### src/rtl/wb_commit_monitor.sv
// wb_commit_monitor
//   Watches the writeback-stage register-write bus. Every commit is mirrored
//   into a shadow register file and counted. Once no commit has been seen for
//   IDLE_LIMIT cycles, the shadow registers are checked against an expected
//   table, one register per cycle. The result is held as done/pass/fail
//   together with the first mismatching register.
//
//   Optional feature macro: MONITOR_TRACE_EN. When it is defined, every
//   commit {wa3_w, result_w} is also pushed into a TRACE_DEPTH-entry FIFO
//   (trace_pop/trace_valid/trace_data/trace_ovf).
//
// Ports
//   clk, reset            rising-edge clock, synchronous active-high reset
//   reg_write_w, wa3_w,   writeback bus (RegWriteW, WA3W, ResultW)
//   result_w
//   exp_we/addr/data      expected-table write; each write also arms the
//                         check-mask bit for that entry
//   rd_addr, rd_data      shadow read port (0 for rd_addr >= NREGS)
//   commit_count          commits seen, including R15/PC, saturating
//   done, pass, fail      sticky verdict
//   fail_reg, fail_value  first mismatching index and its shadow value
//   trace_*               only with MONITOR_TRACE_EN
module wb_commit_monitor #(
  parameter int NREGS       = 15,
  parameter int DATA_W      = 32,
  parameter int IDLE_LIMIT  = 16,
  parameter int TRACE_DEPTH = 8
) (
  input  logic              clk,
  input  logic              reset,
  input  logic              reg_write_w,
  input  logic [3:0]        wa3_w,
  input  logic [DATA_W-1:0] result_w,
  input  logic              exp_we,
  input  logic [3:0]        exp_addr,
  input  logic [DATA_W-1:0] exp_data,
  input  logic [3:0]        rd_addr,
  output logic [DATA_W-1:0] rd_data,
  output logic [15:0]       commit_count,
  output logic              done,
  output logic              pass,
  output logic              fail,
  output logic [3:0]        fail_reg,
  output logic [DATA_W-1:0] fail_value
`ifdef MONITOR_TRACE_EN
  ,
  input  logic              trace_pop,
  output logic              trace_valid,
  output logic [DATA_W+3:0] trace_data,
  output logic              trace_ovf
`endif
);

  localparam logic [3:0] NREGS_L  = 4'(NREGS);
  localparam logic [3:0] LAST_IDX = 4'(NREGS - 1);
  localparam logic [7:0] IDLE_L   = 8'(IDLE_LIMIT);

  if (IDLE_LIMIT < 1 || IDLE_LIMIT > 255) begin : g_idle_chk
    $error("IDLE_LIMIT must be in 1..255");
  end
  if (TRACE_DEPTH < 2 || (TRACE_DEPTH & (TRACE_DEPTH - 1)) != 0) begin : g_depth_chk
    $error("TRACE_DEPTH must be a power of two >= 2");
  end

  typedef enum logic [1:0] {RUN, CHECK, DONE} state_t;

  state_t            state_q;
  logic [DATA_W-1:0] shadow_q [NREGS];
  logic [DATA_W-1:0] exp_q    [NREGS];
  logic [NREGS-1:0]  mask_q;
  logic [15:0]       count_q;
  logic [7:0]        idle_q;
  logic [3:0]        idx_q;
  logic              mismatch_q;
  logic              done_q, pass_q, fail_q;
  logic [3:0]        fail_reg_q;
  logic [DATA_W-1:0] fail_value_q;
  logic              idx_miss;

  // Entry under inspection this CHECK cycle differs from its armed expectation.
  assign idx_miss = mask_q[idx_q] && (shadow_q[idx_q] != exp_q[idx_q]);

  always_ff @(posedge clk) begin
    if (reset) begin
      for (int i = 0; i < NREGS; i++) begin
        shadow_q[i] <= '0;
        exp_q[i]    <= '0;
      end
      mask_q       <= '0;
      count_q      <= '0;
      idle_q       <= '0;
      idx_q        <= '0;
      mismatch_q   <= 1'b0;
      done_q       <= 1'b0;
      pass_q       <= 1'b0;
      fail_q       <= 1'b0;
      fail_reg_q   <= '0;
      fail_value_q <= '0;
      state_q      <= RUN;
    end else begin
      // Commits land in the shadow and the counter in every state.
      if (reg_write_w) begin
        if (wa3_w < NREGS_L) shadow_q[wa3_w] <= result_w;
        if (count_q != 16'hFFFF) count_q <= count_q + 16'd1;
      end

      case (state_q)
        RUN: begin
          if (exp_we && (exp_addr < NREGS_L)) begin
            exp_q[exp_addr]  <= exp_data;
            mask_q[exp_addr] <= 1'b1;
          end
          // Leave on the edge where the idle count reaches the limit.
          if (reg_write_w) begin
            idle_q <= '0;
          end else if (idle_q >= IDLE_L - 8'd1) begin
            idle_q     <= IDLE_L;
            idx_q      <= '0;
            mismatch_q <= 1'b0;
            state_q    <= CHECK;
          end else begin
            idle_q <= idle_q + 8'd1;
          end
        end

        CHECK: begin
          if (reg_write_w) begin
            // Program was not quiescent after all: discard partial results.
            state_q      <= RUN;
            idle_q       <= '0;
            mismatch_q   <= 1'b0;
            fail_reg_q   <= '0;
            fail_value_q <= '0;
          end else begin
            if (idx_miss && !mismatch_q) begin
              mismatch_q   <= 1'b1;
              fail_reg_q   <= idx_q;
              fail_value_q <= shadow_q[idx_q];
            end
            if (idx_q == LAST_IDX) begin
              state_q <= DONE;
              done_q  <= 1'b1;
              pass_q  <= !(mismatch_q || idx_miss);
              fail_q  <= mismatch_q || idx_miss;
            end else begin
              idx_q <= idx_q + 4'd1;
            end
          end
        end

        DONE:    state_q <= DONE;
        default: state_q <= RUN;
      endcase
    end
  end

  assign rd_data      = (rd_addr < NREGS_L) ? shadow_q[rd_addr] : '0;
  assign commit_count = count_q;
  assign done         = done_q;
  assign pass         = pass_q;
  assign fail         = fail_q;
  assign fail_reg     = fail_reg_q;
  assign fail_value   = fail_value_q;

`ifdef MONITOR_TRACE_EN
  localparam int PTR_W = $clog2(TRACE_DEPTH);

  logic [DATA_W+3:0] fifo_q [TRACE_DEPTH];
  logic [PTR_W-1:0]  wr_ptr_q, rd_ptr_q;
  logic [PTR_W:0]    fill_q;
  logic              ovf_q;
  logic              fifo_full, do_push, do_pop;

  assign fifo_full = (fill_q == (PTR_W+1)'(TRACE_DEPTH));
  assign do_pop    = trace_pop && (fill_q != '0);
  // A pop in the same cycle frees the slot, so a full FIFO can still accept.
  assign do_push   = reg_write_w && (!fifo_full || do_pop);

  always_ff @(posedge clk) begin
    if (do_push) fifo_q[wr_ptr_q] <= {wa3_w, result_w};
  end

  always_ff @(posedge clk) begin
    if (reset) begin
      wr_ptr_q <= '0;
      rd_ptr_q <= '0;
      fill_q   <= '0;
      ovf_q    <= 1'b0;
    end else begin
      if (do_push) wr_ptr_q <= wr_ptr_q + PTR_W'(1);
      if (do_pop)  rd_ptr_q <= rd_ptr_q + PTR_W'(1);
      if (reg_write_w && !do_push) ovf_q <= 1'b1;
      case ({do_push, do_pop})
        2'b10:   fill_q <= fill_q + (PTR_W+1)'(1);
        2'b01:   fill_q <= fill_q - (PTR_W+1)'(1);
        default: fill_q <= fill_q;
      endcase
    end
  end

  assign trace_valid = (fill_q != '0);
  assign trace_data  = fifo_q[rd_ptr_q];
  assign trace_ovf   = ovf_q;
`endif

endmodule

### config.mk
export PLATFORM = sky130hd
export DESIGN_NAME = wb_commit_monitor
export DESIGN_NICKNAME = d
export VERILOG_FILES = /design/src/rtl/wb_commit_monitor.sv
export SDC_FILE = /design/constraint.sdc
export NUM_CORES = 2
export LEC_CHECK = 0
export CORE_MARGIN = 2
export CORE_UTILIZATION = 25
export DETAILED_ROUTE_END_ITERATION = 10
export PLACE_DENSITY = 0.38
export SETUP_SLACK_MARGIN = 0.2
export SYNTH_ARGS = -nofsm -noshare
export SYNTH_HDL_FRONTEND = slang
export SYNTH_SLANG_ARGS = --single-unit
### constraint.sdc
create_clock -name clk -period 5.65 [get_ports clk]
set_input_delay 0.565 -clock clk [delete_from_list [all_inputs] [get_ports clk]]
set_output_delay 0.565 -clock clk [all_outputs]
set_load 0.1 [all_outputs]
# Yosys cells after proc, flatten, opt, wreduce, memory -nomap -nowiden
# Memories as Yosys holds them, arrays and structs flattened. A register that Yosys moved wholly into a read port is not among the register bits.
# Index checks and enable logic that the tools add are counted.
dict set report word_totals {
  mem_bits_rw 960
  regBits 85
  input_bits 80
  wordCells 105
  n_memories 2
  output_inout_bits 87
}
dict set report classes {
  bitwise_logic 2
  magnitude_cmp 7
  muxes 48
  add_sub_neg 3
  n_eq_ne 12
  reduce_logical 20
}
# memory words word_bits read_ports rd_ports_with_merged_regs wr line_no
set memory_table {}
lappend memory_table {exp_q 15 32 1 1 15 69} ;# logic [DATA_W-1:0] exp_q [NREGS];
lappend memory_table {shadow_q 15 32 2 1 15 68} ;# logic [DATA_W-1:0] shadow_q [NREGS];
# op count
set op_table {}
lappend op_table {{2-to-1 mux 32 bit} 5}
lappend op_table {{OR reduction 32 bit} 2}
lappend op_table {{2-to-1 mux 4 bit} 12}
lappend op_table {{inequality test 32 bit} 1}
lappend op_table {{2-to-1 mux 8 bit} 3}
lappend op_table {{2-to-1 mux 1 bit} 18}
lappend op_table {{adder 16 x 1 -> 16 bit, second input constant} 1}
lappend op_table {{inequality test 16 bit, second input constant} 1}
lappend op_table {{one-hot mux 8 bit (2 select lines)} 1}
lappend op_table {{OR 15 bit} 1}
lappend op_table {{less-than comparator 4 bit, second input constant} 3}
lappend op_table {{less-than comparator 4 x 5 -> 1 bit, second input constant} 2}
lappend op_table {{inequality test 2 bit, second input constant} 5}
lappend op_table {{adder 8 x 1 -> 8 bit, second input constant} 1}
lappend op_table {{>= comparator 8 x 4 -> 1 bit, second input constant} 1}
lappend op_table {{2-to-1 mux 2 bit} 4}
lappend op_table {{one-hot mux 4 bit (2 select lines)} 1}
lappend op_table {{AND reduction 2 bit} 4}
lappend op_table {{inequality test 3 bit, second input constant} 2}
lappend op_table {{one-hot mux 2 bit (3 select lines)} 1}
lappend op_table {{AND reduction 3 bit} 2}
lappend op_table {{AND reduction 5 bit} 1}
lappend op_table {{adder 4 x 1 -> 4 bit, second input constant} 1}
lappend op_table {{binary-select mux 1 bit (select 4 bit)} 1}
lappend op_table {{other kinds (13)} 18}

# Logic depth before layout (Yosys ltp)
dict set report logic_depth {
  ltp_word 8
  mapped_depth 16
}

# Worst setup path after synthesis
# Ideal clock, no wire load.
dict set report synth_path {
  kind {input port to flip-flop}
  from {in reg_write_w}
  to {mem shadow_q[1][0] (enable)}
  path_stages 5
  path_buffers 2
  slack_ns 1.477
  arrival_time_ns 3.707
  setup_time_ns 0.466
  path_cell_list {clkbuf_1 -> nand2_1 -> or3_1 -> clkbuf_1 -> o21ai_0}
}
# element line_no
set synth_rtl {}
lappend synth_rtl {{start: declaration} 31} ;# input logic reg_write_w,
lappend synth_rtl {{end: declaration} 68}

==> reports/metrics.yaml <==
slowest_stage: "nor4_2"
die_h_um: 471
cts_made_buffers: 139
clk_path_buf_depth: 3
cts.sinks: 1113
peakVddDrop_uv: 179
final_cells: 6792
mostFrequentLayoutCells: "edfxtp_1, and2_1, mux4_2"
synth_top_flop_cell: "edfxtp_1"
rows: 171
drtIter0Drc: 2790
die_w_um: 471
regArea_sq_mm: 0.0325
path_class: "reg -> reg"
io_pins: 167
min_path_type: "in -> reg"
cts.reportedPaths.clkPinSlew_ns: 0.06
antenna_found_initial: 33
critPathLaunchType: "register"
period_share_pct: 91.0
grt_pass1_vias: 33600
grt.overflow.total: 0
clk_latency_ns: 0.80
coreArea_sq_mm: 0.217
ys_ff_latch: 1113
htreeDepth: 4
portBuffers: 166
fin_area_sq_mm: 0.0648
slew_violations: 0
critPathCaptureType: "register"
async_flop_share_pct: 0
postRouteWirelength_um: 213000
finalSetupViolCount: 0
dpl.hpwl_um: 131000
crit_path_max_fanout: 29
final_common_cell: "edfxtp_1"
place_inst: 6531
first_pass_iters: 5
fin_setup_tns_ns: 0
grt_pass1_wl_um: 294000
place_congestion: 0.762
n_fill_cell: 21500
crit_required_ns: 6.33
slowest_delay_ns: 0.81
relSlewSlack_pct: 8.64
yosysWarnings: 0
viasPerCell: 4.85
cp.arrival_ns: 5.83
power.total_uw: 20100
start_util_pct: 25.1
synth-edff-count: 1024
multi_input_area_sq_mm: 0.0211
die_area_sq_mm: 0.222
hp-start: "reset"
cts_resized: 0
synth_cell_types: 64
antenna_left: 0
synth.cell_area_sq_mm: 0.0546
post_cts_buffers: 0
yosysSeqAreaShare_pct: 59.6
nets: 3902
skew_ns: 0.0256
leakagePower_uw: 0.0216
grt_max_degree: 55
vias: 33000
layout-drive-gt1-share_pct: 20.8
synthCells: 3627
drc: 0
rsz0062_at_grt: "false"
area_growth_pct: 18.7
crit_buf_inv: 2
cp_top_family: "simple AND/OR/NAND/NOR gates"
worst_pin_slew_ns: 1.35
hold_ws_ns: 0.212
wl_per_cell_um: 31.4
grtUsageTotal_pct: 19.1
avgSynthCellArea_sq_um: 15.0
final_hold_viol_count: 0
cap_violations: 0
ctsHoldBuffers: 0
period_minus_slack_ns: 5.14
dpl_cell_area_sq_mm: 0.0604
status: "finished clean"
fmax_mhz: 194
cts_root_buffer: "clkbuf_16"
cts_tree: "built"
path_cells: "buf_4 -> mux2i_1 -> a221oi_1 -> o21ai_0 -> a211o_1 -> nand4_1 -> nor4_2 -> nand4_1 -> and3_2 -> buf_4 -> o41ai_2"
power_density_mw_per_mm2: 310
-- power breakdown --
part / switching (uW) / internal [uW]
Clock: 3750 / 5040
Sequential: 160 / 9380
Combinational: 1170 / 570
-- final timing paths --
path | end | slack, ns | depth (start not counted)
setup / recovery | fail_reg[2]$_SDFFE_PP0P_ | 0.51 | 11
setup reg to reg | fail_reg[2]$_SDFFE_PP0P_ | 0.51 | 11
hold reg to reg | mask_q[2]$_SDFFE_PP0P_ | 0.45 | 1
hold / removal | commit_count[4]$_SDFFE_PP0P_ | 0.21 | 2
-- metrics by stage --
stage / utilization [%] / setup slack, ns
after detailed placement: 27.8 / 0.667
final: 29.9 / 0.506
after floorplan: - / 1.48
after CTS: 29.8 / 0.642
after global routing: 29.8 / 0.334
after global placement: 27.8 / 0.653
-- per-layer routing --
metal	GRT usage (%)	vias to the layer above	share of wire, %
li1	-	14200	-
met1	26.5	17600	45
met2	31.4	919	48
met3	2.73	211	4.7
met4	4.30	6	1.9
met5	0	-	0.014
-- cell usage after synthesis, drive strengths merged, types with 12 or more instances --
cell | number | area share, %
edfxtp | 1024 | 56
and2 | 966 | 11
mux4 | 365 | 15
clkbuf | 250 | 1.7
mux2i | 164 | 3.0
dfxtp | 89 | 3.3
buf | 82 | 1.2
nor2 | 78 | 0.54
a221oi | 66 | 1.1
o21ai | 63 | 0.58
nand3 | 40 | 0.37
nor2b | 36 | 0.41
nor3 | 33 | 0.30
nand2 | 32 | 0.22
inv | 30 | 0.21
a21oi | 26 | 0.24
a21o | 22 | 0.30
o41ai | 21 | 0.54
a22oi | 19 | 0.26
nand2b | 18 | 0.21
and3 | 17 | 0.19
a32oi | 15 | 0.24
xor2 | 15 | 0.24
o211ai | 14 | 0.19
o32a | 14 | 0.26
or3 | 13 | 0.15
or2 | 12 | 0.14
-- final cells by class --
cell class,count,share of cell area (%)
multi-input combinational,2214,32.5
clock inverter,72,1.02
inverter,31,0.187
clock buffer,174,5.73
antenna,15,0.0579
tap,2854,5.51
timing repair buffer,319,4.73
sequential,1113,50.2
-- cell families after synthesis --
family	Yosys count	synth area share, %
adder cells (fa/ha/maj)	4	0.0917
buffers and inverters	363	3.10
AO/OA/AOI/OAI	316	4.60
flip-flops	1113	59.6
XOR/XNOR	23	0.369
multiplexers	529	18.1
AND/OR/NAND/NOR	1278	14.1
other	1	0.00687
No activity file was read; power rests on OpenSTA's default activity.
